===== src/rtl/decode_if.sv =====
// decode_if: fetch/regfile/execute-side signal bundle of the decode stage.
`default_nettype none

interface decode_if #(
   parameter int DW = 32
);
   logic [31:0]   instr_i;
   logic [DW-1:0] pc_i;
   logic          valid_i;
   logic [4:0]    rs1_addr_o;
   logic [4:0]    rs2_addr_o;
   logic [DW-1:0] rs1_data_i;
   logic [DW-1:0] rs2_data_i;
   logic          stall_i;
   logic          flush_i;
   logic          stall_o;
   logic          valid_o;
   logic [6:0]    opcode_o;
   logic          func7_5_o;
   logic [2:0]    alu_control_o;
   logic [DW-1:0] alu_operand_1_o;
   logic [DW-1:0] alu_operand_2_o;
   logic [DW-1:0] store_data_o;
   logic [4:0]    rd_addr_o;
   logic          reg_write_o;
   logic          mem_read_o;
   logic          mem_write_o;
   logic          branch_o;
   logic          jump_o;
   logic          illegal_o;

   modport master (
      output instr_i, pc_i, valid_i, rs1_data_i, rs2_data_i, stall_i, flush_i,
      input  rs1_addr_o, rs2_addr_o, stall_o, valid_o, opcode_o, func7_5_o,
             alu_control_o, alu_operand_1_o, alu_operand_2_o, store_data_o,
             rd_addr_o, reg_write_o, mem_read_o, mem_write_o, branch_o,
             jump_o, illegal_o
   );

   modport slave (
      input  instr_i, pc_i, valid_i, rs1_data_i, rs2_data_i, stall_i, flush_i,
      output rs1_addr_o, rs2_addr_o, stall_o, valid_o, opcode_o, func7_5_o,
             alu_control_o, alu_operand_1_o, alu_operand_2_o, store_data_o,
             rd_addr_o, reg_write_o, mem_read_o, mem_write_o, branch_o,
             jump_o, illegal_o
   );
endinterface

`default_nettype wire


===== src/rtl/decode_stage.sv =====
// ============================================================================
// decode_stage : registered RV32I decode stage with stall/flush handling.
// Optional load-use interlock built when LOAD_USE_INTERLOCK_EN is defined.
// Rev 1.0
// ============================================================================
`default_nettype none

module decode_stage #(
   parameter int DW = 32
) (
   input  wire logic  clk,
   input  wire logic  rst,
   decode_if.slave    bus
);
   localparam logic [6:0] c_OP     = 7'b0110011;
   localparam logic [6:0] c_OP_IMM = 7'b0010011;
   localparam logic [6:0] c_LOAD   = 7'b0000011;
   localparam logic [6:0] c_STORE  = 7'b0100011;
   localparam logic [6:0] c_BRANCH = 7'b1100011;
   localparam logic [6:0] c_JAL    = 7'b1101111;
   localparam logic [6:0] c_JALR   = 7'b1100111;
   localparam logic [6:0] c_LUI    = 7'b0110111;
   localparam logic [6:0] c_AUIPC  = 7'b0010111;

   logic [31:0]   w_ins;
   logic [6:0]    w_opcode;
   logic [2:0]    w_f3;
   logic [4:0]    w_rd;
   logic [DW-1:0] w_imm_i, w_imm_s, w_imm_b, w_imm_j, w_imm_u, w_shamt;
   logic [2:0]    w_alu;
   logic          w_f75;
   logic [DW-1:0] w_op1, w_op2;
   logic          w_rw, w_mr, w_mw, w_br, w_jp, w_il;
   logic          w_stall;

   assign w_ins    = bus.instr_i;
   assign w_opcode = w_ins[6:0];
   assign w_f3     = w_ins[14:12];
   assign w_rd     = w_ins[11:7];

   assign w_imm_i = DW'($signed(w_ins[31:20]));
   assign w_imm_s = DW'($signed({w_ins[31:25], w_ins[11:7]}));
   assign w_imm_b = DW'($signed({w_ins[31], w_ins[7], w_ins[30:25], w_ins[11:8], 1'b0}));
   assign w_imm_j = DW'($signed({w_ins[31], w_ins[19:12], w_ins[20], w_ins[30:21], 1'b0}));
   assign w_imm_u = DW'($signed({w_ins[31:12], 12'h000}));
   assign w_shamt = DW'(w_ins[24:20]);

   assign bus.rs1_addr_o = w_ins[19:15];
   assign bus.rs2_addr_o = w_ins[24:20];

   always_comb begin
      w_alu = 3'd0;
      w_f75 = 1'b0;
      w_op1 = '0;
      w_op2 = '0;
      w_rw  = 1'b0;
      w_mr  = 1'b0;
      w_mw  = 1'b0;
      w_br  = 1'b0;
      w_jp  = 1'b0;
      w_il  = 1'b0;
      case (w_opcode)
         c_OP: begin
            w_alu = w_f3;
            w_f75 = w_ins[30];
            w_op1 = bus.rs1_data_i;
            w_op2 = bus.rs2_data_i;
            w_rw  = 1'b1;
         end
         c_OP_IMM: begin
            w_alu = w_f3;
            w_f75 = (w_f3 == 3'b101) ? w_ins[30] : 1'b0;
            w_op1 = bus.rs1_data_i;
            w_op2 = (w_f3 == 3'b001 || w_f3 == 3'b101) ? w_shamt : w_imm_i;
            w_rw  = 1'b1;
         end
         c_LOAD: begin
            w_op1 = bus.rs1_data_i;
            w_op2 = w_imm_i;
            w_mr  = 1'b1;
            w_rw  = 1'b1;
         end
         c_STORE: begin
            w_op1 = bus.rs1_data_i;
            w_op2 = w_imm_s;
            w_mw  = 1'b1;
         end
         c_BRANCH: begin
            w_op1 = bus.pc_i;
            w_op2 = w_imm_b;
            w_br  = 1'b1;
         end
         c_JAL: begin
            w_op1 = bus.pc_i;
            w_op2 = w_imm_j;
            w_jp  = 1'b1;
            w_rw  = 1'b1;
         end
         c_JALR: begin
            w_op1 = bus.rs1_data_i;
            w_op2 = w_imm_i;
            w_jp  = 1'b1;
            w_rw  = 1'b1;
         end
         c_LUI: begin
            w_op2 = w_imm_u;
            w_rw  = 1'b1;
         end
         c_AUIPC: begin
            w_op1 = bus.pc_i;
            w_op2 = w_imm_u;
            w_rw  = 1'b1;
         end
         default: w_il = 1'b1;
      endcase
   end

`ifdef LOAD_USE_INTERLOCK_EN
   logic w_use_rs1, w_use_rs2;

   assign w_use_rs1 = (w_opcode == c_OP) || (w_opcode == c_OP_IMM) || (w_opcode == c_LOAD) ||
                      (w_opcode == c_STORE) || (w_opcode == c_BRANCH) || (w_opcode == c_JALR);
   assign w_use_rs2 = (w_opcode == c_OP) || (w_opcode == c_STORE) || (w_opcode == c_BRANCH);

   // A flush kills the consumer, so there is nothing left to interlock.
   assign w_stall = bus.valid_o && bus.mem_read_o && bus.valid_i && !bus.flush_i &&
                    (bus.rd_addr_o != 5'd0) &&
                    ((w_use_rs1 && (bus.rd_addr_o == w_ins[19:15])) ||
                     (w_use_rs2 && (bus.rd_addr_o == w_ins[24:20])));
`else
   assign w_stall = 1'b0;
`endif

   assign bus.stall_o = w_stall;

   logic          r_valid;
   logic [6:0]    r_opcode;
   logic          r_f75;
   logic [2:0]    r_alu;
   logic [DW-1:0] r_op1, r_op2, r_sd;
   logic [4:0]    r_rd;
   logic          r_rw, r_mr, r_mw, r_br, r_jp, r_il;

   // Reset, flush and interlock all load the same all-zero bubble.
   always_ff @(posedge clk) begin
      if (rst || bus.flush_i || (!bus.stall_i && w_stall)) begin
         r_valid  <= 1'b0;
         r_opcode <= '0;
         r_f75    <= 1'b0;
         r_alu    <= '0;
         r_op1    <= '0;
         r_op2    <= '0;
         r_sd     <= '0;
         r_rd     <= '0;
         r_rw     <= 1'b0;
         r_mr     <= 1'b0;
         r_mw     <= 1'b0;
         r_br     <= 1'b0;
         r_jp     <= 1'b0;
         r_il     <= 1'b0;
      end else if (!bus.stall_i) begin
         r_valid  <= bus.valid_i;
         r_opcode <= w_opcode;
         r_f75    <= w_f75;
         r_alu    <= w_alu;
         r_op1    <= w_op1;
         r_op2    <= w_op2;
         r_sd     <= bus.rs2_data_i;
         r_rd     <= w_rd;
         r_rw     <= bus.valid_i && w_rw && (w_rd != 5'd0);
         r_mr     <= bus.valid_i && w_mr;
         r_mw     <= bus.valid_i && w_mw;
         r_br     <= bus.valid_i && w_br;
         r_jp     <= bus.valid_i && w_jp;
         r_il     <= bus.valid_i && w_il;
      end
   end

   assign bus.valid_o         = r_valid;
   assign bus.opcode_o        = r_opcode;
   assign bus.func7_5_o       = r_f75;
   assign bus.alu_control_o   = r_alu;
   assign bus.alu_operand_1_o = r_op1;
   assign bus.alu_operand_2_o = r_op2;
   assign bus.store_data_o    = r_sd;
   assign bus.rd_addr_o       = r_rd;
   assign bus.reg_write_o     = r_rw;
   assign bus.mem_read_o      = r_mr;
   assign bus.mem_write_o     = r_mw;
   assign bus.branch_o        = r_br;
   assign bus.jump_o          = r_jp;
   assign bus.illegal_o       = r_il;
endmodule

`default_nettype wire


===== src/flat_wrapper.sv =====
// flat-port wrapper written by rule: the top's interface ports become plain ports
module decode_stage_flat 
#(
   parameter int DW = 32
)
  (clk, rst, bus_instr_i, bus_pc_i, bus_valid_i, bus_rs1_data_i, bus_rs2_data_i, bus_stall_i, bus_flush_i, bus_rs1_addr_o, bus_rs2_addr_o, bus_stall_o, bus_valid_o, bus_opcode_o, bus_func7_5_o, bus_alu_control_o, bus_alu_operand_1_o, bus_alu_operand_2_o, bus_store_data_o, bus_rd_addr_o, bus_reg_write_o, bus_mem_read_o, bus_mem_write_o, bus_branch_o, bus_jump_o, bus_illegal_o);
  decode_if #(.DW(DW)) bus_i ();
  input  wire logic clk;
  input  wire logic rst;
  input wire logic [$bits(bus_i.instr_i)-1:0] bus_instr_i;
  input wire logic [$bits(bus_i.pc_i)-1:0] bus_pc_i;
  input wire logic [$bits(bus_i.valid_i)-1:0] bus_valid_i;
  input wire logic [$bits(bus_i.rs1_data_i)-1:0] bus_rs1_data_i;
  input wire logic [$bits(bus_i.rs2_data_i)-1:0] bus_rs2_data_i;
  input wire logic [$bits(bus_i.stall_i)-1:0] bus_stall_i;
  input wire logic [$bits(bus_i.flush_i)-1:0] bus_flush_i;
  output wire logic [$bits(bus_i.rs1_addr_o)-1:0] bus_rs1_addr_o;
  output wire logic [$bits(bus_i.rs2_addr_o)-1:0] bus_rs2_addr_o;
  output wire logic [$bits(bus_i.stall_o)-1:0] bus_stall_o;
  output wire logic [$bits(bus_i.valid_o)-1:0] bus_valid_o;
  output wire logic [$bits(bus_i.opcode_o)-1:0] bus_opcode_o;
  output wire logic [$bits(bus_i.func7_5_o)-1:0] bus_func7_5_o;
  output wire logic [$bits(bus_i.alu_control_o)-1:0] bus_alu_control_o;
  output wire logic [$bits(bus_i.alu_operand_1_o)-1:0] bus_alu_operand_1_o;
  output wire logic [$bits(bus_i.alu_operand_2_o)-1:0] bus_alu_operand_2_o;
  output wire logic [$bits(bus_i.store_data_o)-1:0] bus_store_data_o;
  output wire logic [$bits(bus_i.rd_addr_o)-1:0] bus_rd_addr_o;
  output wire logic [$bits(bus_i.reg_write_o)-1:0] bus_reg_write_o;
  output wire logic [$bits(bus_i.mem_read_o)-1:0] bus_mem_read_o;
  output wire logic [$bits(bus_i.mem_write_o)-1:0] bus_mem_write_o;
  output wire logic [$bits(bus_i.branch_o)-1:0] bus_branch_o;
  output wire logic [$bits(bus_i.jump_o)-1:0] bus_jump_o;
  output wire logic [$bits(bus_i.illegal_o)-1:0] bus_illegal_o;
  assign bus_i.instr_i = bus_instr_i;
  assign bus_i.pc_i = bus_pc_i;
  assign bus_i.valid_i = bus_valid_i;
  assign bus_i.rs1_data_i = bus_rs1_data_i;
  assign bus_i.rs2_data_i = bus_rs2_data_i;
  assign bus_i.stall_i = bus_stall_i;
  assign bus_i.flush_i = bus_flush_i;
  assign bus_rs1_addr_o = bus_i.rs1_addr_o;
  assign bus_rs2_addr_o = bus_i.rs2_addr_o;
  assign bus_stall_o = bus_i.stall_o;
  assign bus_valid_o = bus_i.valid_o;
  assign bus_opcode_o = bus_i.opcode_o;
  assign bus_func7_5_o = bus_i.func7_5_o;
  assign bus_alu_control_o = bus_i.alu_control_o;
  assign bus_alu_operand_1_o = bus_i.alu_operand_1_o;
  assign bus_alu_operand_2_o = bus_i.alu_operand_2_o;
  assign bus_store_data_o = bus_i.store_data_o;
  assign bus_rd_addr_o = bus_i.rd_addr_o;
  assign bus_reg_write_o = bus_i.reg_write_o;
  assign bus_mem_read_o = bus_i.mem_read_o;
  assign bus_mem_write_o = bus_i.mem_write_o;
  assign bus_branch_o = bus_i.branch_o;
  assign bus_jump_o = bus_i.jump_o;
  assign bus_illegal_o = bus_i.illegal_o;
  decode_stage #(.DW(DW)) u_core (.clk(clk), .rst(rst), .bus(bus_i));
endmodule

===== config.mk =====
export PLATFORM = sky130hd
export DESIGN_NAME = decode_stage_flat
export DESIGN_NICKNAME = d
export VERILOG_FILES = /design/src/rtl/decode_if.sv /design/src/rtl/decode_stage.sv /design/src/flat_wrapper.sv
export SDC_FILE = /design/constraint.sdc
export NUM_CORES = 1
export LEC_CHECK = 0
export ABC_AREA = 1
export CAP_MARGIN = 20
export CORE_MARGIN = 4
export CORE_UTILIZATION = 46
export CTS_CLUSTER_SIZE = 20
export DETAILED_ROUTE_END_ITERATION = 10
export GPL_TIMING_DRIVEN = 0
export PLACE_DENSITY = 0.92
export SYNTH_ARGS = -nofsm -noshare
export SYNTH_HDL_FRONTEND = slang
export SYNTH_SLANG_ARGS = --single-unit

===== constraint.sdc =====
create_clock -name clk -period 4.5 [get_ports clk]
set_clock_uncertainty 0.1 [all_clocks]
set_input_delay 0.9 -clock clk [delete_from_list [all_inputs] [get_ports clk]]
set_output_delay 0.9 -clock clk [all_outputs]
set_load 0.02 [all_outputs]

* Word level (Yosys, flattened, before mapping) *
Cells that the tools add are included.

word-level totals
  flip-flop bits (word level) = 119
  input bits = 133
  word-level logic and storage cells = 55

operators by class
  equality and inequality tests = 11
  mux-type cells = 12
  reductions and logical operators = 18

operators with widths
  cell                  number
  $pmux W32 S7          1
  $pmux W32 S2          1
  $mux W32              1
  $eq A7 B6 Y1 const B  3
  $eq A7 B7 Y1 const B  3
  $eq A7 B5 Y1 const B  2
  $reduce_or A9 Y1      1
  $reduce_or A2 Y1      4
  $eq A7 B2 Y1 const B  1
  $logic_and A1 B1 Y1   7
  $mux W1               7
  $reduce_or A7 Y1      1
  $reduce_bool A5 Y1    1
  $reduce_or A5 Y1      1
  $eq A3 B1 Y1 const B  1
  $eq A3 B3 Y1 const B  1
  $mux W3               1
  $reduce_or A3 Y1      1
  $logic_or A1 B1 Y1    2
  $pmux W1 S2           1

* Depth between registers and ports, before layout *
  depth after elaboration = 5
  mapped depth = 11
  depth with buffers taken out = 11

* Worst setup path after synthesis *
OpenSTA, ideal clock, no wires.

  kind = input to register
  start point = in bus_instr_i[1]
  end point = reg u_core.r_op2[20], in the netlist u_core.bus.alu_operand_2_o[20]
  arrival = 1,821 ps
  required time = 4,257 ps
  slack = 2,435 ps
  stages = 11
  path buffers = 1
  cell sequence = nand2_2 inv_2 nand2_1 nor2_2 nor2_4 nand2_1 nand2_1 buf_6 nand3_2 nand2_1 a21oi_2

on the way
  cells in the longest elaborated chain, start to end = 3
  elaborated cells between the ends (all ways) = 12
  classes of those cells = 9 x eq/ne; 1 x mux; 2 x reduce/logical

RTL lines
  element                               RTL line             text
  from (decl)                           flat_wrapper.sv:10   input wire logic [$bits(bus_i.instr_i)-1:0] bus_instr_i;
  $eq A7 B6 Y1 (tied with other cells)  decode_stage.sv:62   case (w_opcode)
  $reduce_or A2 Y1 (no source line)     n/a
  $pmux W32 S7 *                        decode_stage.sv:62
  to (signal assigned)                  decode_stage.sv:167  r_op2 <= w_op2;
  to (decl)                             decode_stage.sv:140  logic [DW-1:0] r_op1, r_op2, r_sd;

Every way passes the cells marked *; elsewhere a longest branch is shown, timed or not.
A chain may end at the register's enable or synchronous reset.

* Worst setup path after layout *
  start point = in bus_instr_i[22]
  end point = out bus_rs2_addr_o[2]

RTL lines
  element    RTL line            text
  to (decl)  flat_wrapper.sv:18  output wire logic [$bits(bus_i.rs2_addr_o)-1:0] bus_rs2_addr_o;

No word-level cell between the ends.

==> results.py <==
metrics = {
    "status": {
        "outcome": "finished clean",
    },
    "setup_path": {
        "path_class": "in2out",
        "slowest_delay_ns": 0.62,
        "crit_buf_inv": 3,
        "cp_data_arrival_time_ns": 2.27,
        "startpoint_type": "input pin",
        "endpoint_kind": "output pin",
        "path_delay_family": "buffers and inverters",
        "cp_max_fo": 5,
        "required_ns": 3.50,
        "cp_common_cell": "clkdlybuf4s50_1",
        "slowest_stage": "clkdlybuf4s50_1",
        "path_cells": "clkdlybuf4s50_1 > buf_4 > clkdlybuf4s50_1",
    },
    "logic_synthesis": {
        "yosysMostFrequentCell": "nand2_1",
        "synth-edff-count": 0,
        "ys_seq_area_frac": 0.4065,
        "dominantRegCellSynth": "dfxtp_1",
        "syn_avg_cell_area_sq_um": 7.019,
        "yosysUniqueCellTypes": 28,
        "syn_inst": 835,
        "yosys-top-cells-count": "213 x nand2_1, 119 x dfxtp_1, 90 x nand3_1, 84 x a21oi_1, 81 x o21ai_0",
        "yosysTopAreaCell": "dfxtp_1",
        "yosys-top-cells-area": "dfxtp_1 41%, nand2_1 14%, nand3_1 7.7%",
        "ys_warn_count": 0,
        "synth.top_cell.area_share": 0.4065,
        "async_reset_ff_frac": 0,
        "syn-num-nets": 968,
        "synth_area_sq_mm": 0.005861,
        "ys_ff_latch": 119,
    },
    "clock_network": {
        "clock-sinks": 119,
        "clockBufferDepth": 2,
        "cts_buffers": 17,
        "root_buffer": "clkbuf_16",
        "htreeDepth": 4,
        "hold_buffers": 0,
        "cts_tree": "done",
        "clkLatencyLatePin_ns": 0.42,
        "clkTransAtPathRegs_ns": 0.05,
        "cts.repair.resized": 0,
        "cts_setup_buffers": 0,
    },
    "placed_design": {
        "dpl.hpwl_mm": 17.21,
        "port_buffers": 260,
        "gp_congestion": 0.9438,
    },
    "route": {
        "wl_met2_mm": 10.86,
        "firstDrtPassIters": 6,
        "vias": 7113,
        "wl_met1_mm": 9.408,
        "drc": 0,
        "dr_wl_met3_mm": 2.216,
        "drtIter0Drc": 923,
        "wl_per_cell_microns": 18.00,
        "ant_nets": 0,
        "drt_wl_total_mm": 23.31,
        "top_layer": "met4",
        "via_per_inst": 5.493,
    },
    "grt": {
        "grt-ovfl-total": 0,
        "grt_pass1_wl_mm": 36.12,
        "antenna_found_initial": 0,
        "grt_pass1_vias": 6892,
        "grt_start_max_net_pins": 17,
        "gr-usage-all-layers": 0.3144,
    },
    "floorplan": {
        "initial_core_util": 0.4780,
        "dieHeight_microns": 120.9,
        "core_area_sq_mm": 0.01226,
        "rows": 40,
        "num_io_pins": 263,
        "die_width_microns": 120.9,
        "die-area_sq_mm": 0.01461,
    },
    "power": {
        "power_density_mw_per_mm2": 314.1,
        "leakagePower_nw": 3.658,
        "ir_drop_mv": 0.2719,
        "p_total_mw": 2.920,
    },
    "sta": {
        "rsz0062_at_grt": "no",
        "timing.fmax_mhz": 305.7,
        "setup_tns_ns": 0,
        "max-slew-margin-rel": 0.4890,
        "finalCriticalPeriod_ns": 3.271,
        "min_period_over_period": 0.7269,
        "drv_slew": 0,
        "setup_viol": 0,
        "worst_pin_slew_ns": 0.7636,
        "hold_viol": 0,
    },
    "min_path": {
        "hold_path.class": "reg2reg",
    },
    "finish": {
        "syn2layout_area_growth_pct": 58.65,
        "drive_gt1_frac": 0.1091,
        "final_nets": 1247,
        "antennaDiodeCount": 0,
    },
    "flow_run": {
        "cap_violations": 0,
    },
}
layer usage:
| layer | global-route usage | vias to the layer above |
|---|---|---|
| met5 | 0 | - |
| met4 | 0.1353 | 0 |
| met3 | 0.09510 | 70 |
| met2 | 0.5002 | 390 |
| met1 | 0.3943 | 3299 |
| li1 | - | 3354 |
per-stage QoR:
step	util	setup WS (ns)	hold WS [ns]	cell area (sq um)	cells
2_1_floorplan	-	2.435	0.4345	5861	835
3_3_place_gp	0.7073	1.263	0.3423	8673	1263
6_report	0.7583	1.229	0.3658	9298	1295
5_1_grt	0.7583	1.203	0.3840	9298	1295
4_1_cts	0.7583	1.244	0.3643	9298	1295
3_5_place_dp	0.7073	1.245	0.3567	8673	1263
state kept, by name, summed over array words and instances, names as in the netlist:
signal,flops
u_core.bus.alu_operand_1_o,32
u_core.bus.opcode_o,7
u_core.bus.branch_o,1
u_core.bus.valid_o,1
u_core.bus.func7_5_o,1
u_core.bus.illegal_o,1
u_core.bus.alu_operand_2_o,32
u_core.bus.jump_o,1
u_core.bus.alu_control_o,3
u_core.bus.mem_read_o,1
u_core.bus.mem_write_o,1
u_core.bus.store_data_o,32
u_core.bus.rd_addr_o,5
u_core.bus.reg_write_o,1
final cells by class:
cell class | count | area, sq um
Inverter | 44 | 166.4
Clock inverter | 6 | 85.08
Sequential cell | 119 | 2382
Buffer | 74 | 404.1
Fill cell | 889 | 2964
Timing Repair Buffer | 260 | 2603
Tap cell | 168 | 210.2
Multi-Input combinational cell | 598 | 2908
Clock buffer | 26 | 539.3
where the power goes:
| part | total [mW] | switching (mW) | internal (mW) |
|---|---|---|---|
| clock | 1.41 | 0.483 | 0.931 |
| combinational | 0.411 | 0.213 | 0.199 |
| sequential | 1.09 | 0.0137 | 1.08 |
cell usage in the layout (no fill, tap or decap):
master / instances
inv_2: 9
a21oi_2: 10
o221ai_1: 1
clkinv_2: 3
nor3_1: 1
bufinv_16: 2
buf_1: 3
a21oi_1: 84
dfxtp_1: 119
nor3_2: 2
o211ai_1: 1
buf_4: 18
nand3_1: 90
conb_1: 1
buf_6: 5
buf_2: 17
nor2_4: 3
inv_1: 34
o21bai_1: 12
clkdlybuf4s50_1: 260
clkbuf_8: 8
o21ai_0: 81
clkbuf_16: 17
a31oi_1: 32
nand3_2: 12
nor2_1: 32
nand2_1: 213
nor2_2: 3
o21ai_1: 7
nand4_1: 1
clkbuf_1: 32
nand2_2: 12
clkinvlp_4: 2
worst reg2reg max path: cells and delay by family (launching register included):
family          cells  cell delay, ns
compound gates      2            0.33
flops               1            0.34
worst paths after layout:
path	startpoint	to	slack, ns	depth (start not counted)
worst max-delay path	bus_instr_i[22]	bus_rs2_addr_o[2]	1.23	3
worst min-delay path	u_core.bus.store_data_o[10]$_SDFFE_PP0N_	u_core.bus.store_data_o[10]$_SDFFE_PP0N_	0.37	2
worst max register to register	u_core.bus.alu_operand_1_o[9]$_SDFFE_PP0N_	u_core.bus.alu_operand_1_o[9]$_SDFFE_PP0N_	3.64	2
worst min register to register	u_core.bus.store_data_o[10]$_SDFFE_PP0N_	u_core.bus.store_data_o[10]$_SDFFE_PP0N_	0.37	2
cells by family (layout without fill, tap and decap cells):
| logic type | count (synthesis) | after routing | synth area share |
|---|---|---|---|
| other cells | 1 | 1 | 0.0006399 |
| flops | 119 | 119 | 0.4065 |
| compound gates | 228 | 228 | 0.2141 |
| buf+inv | 118 | 410 | 0.09735 |
| simple gates | 369 | 369 | 0.2814 |
Power figures use the tool's default switching activity.
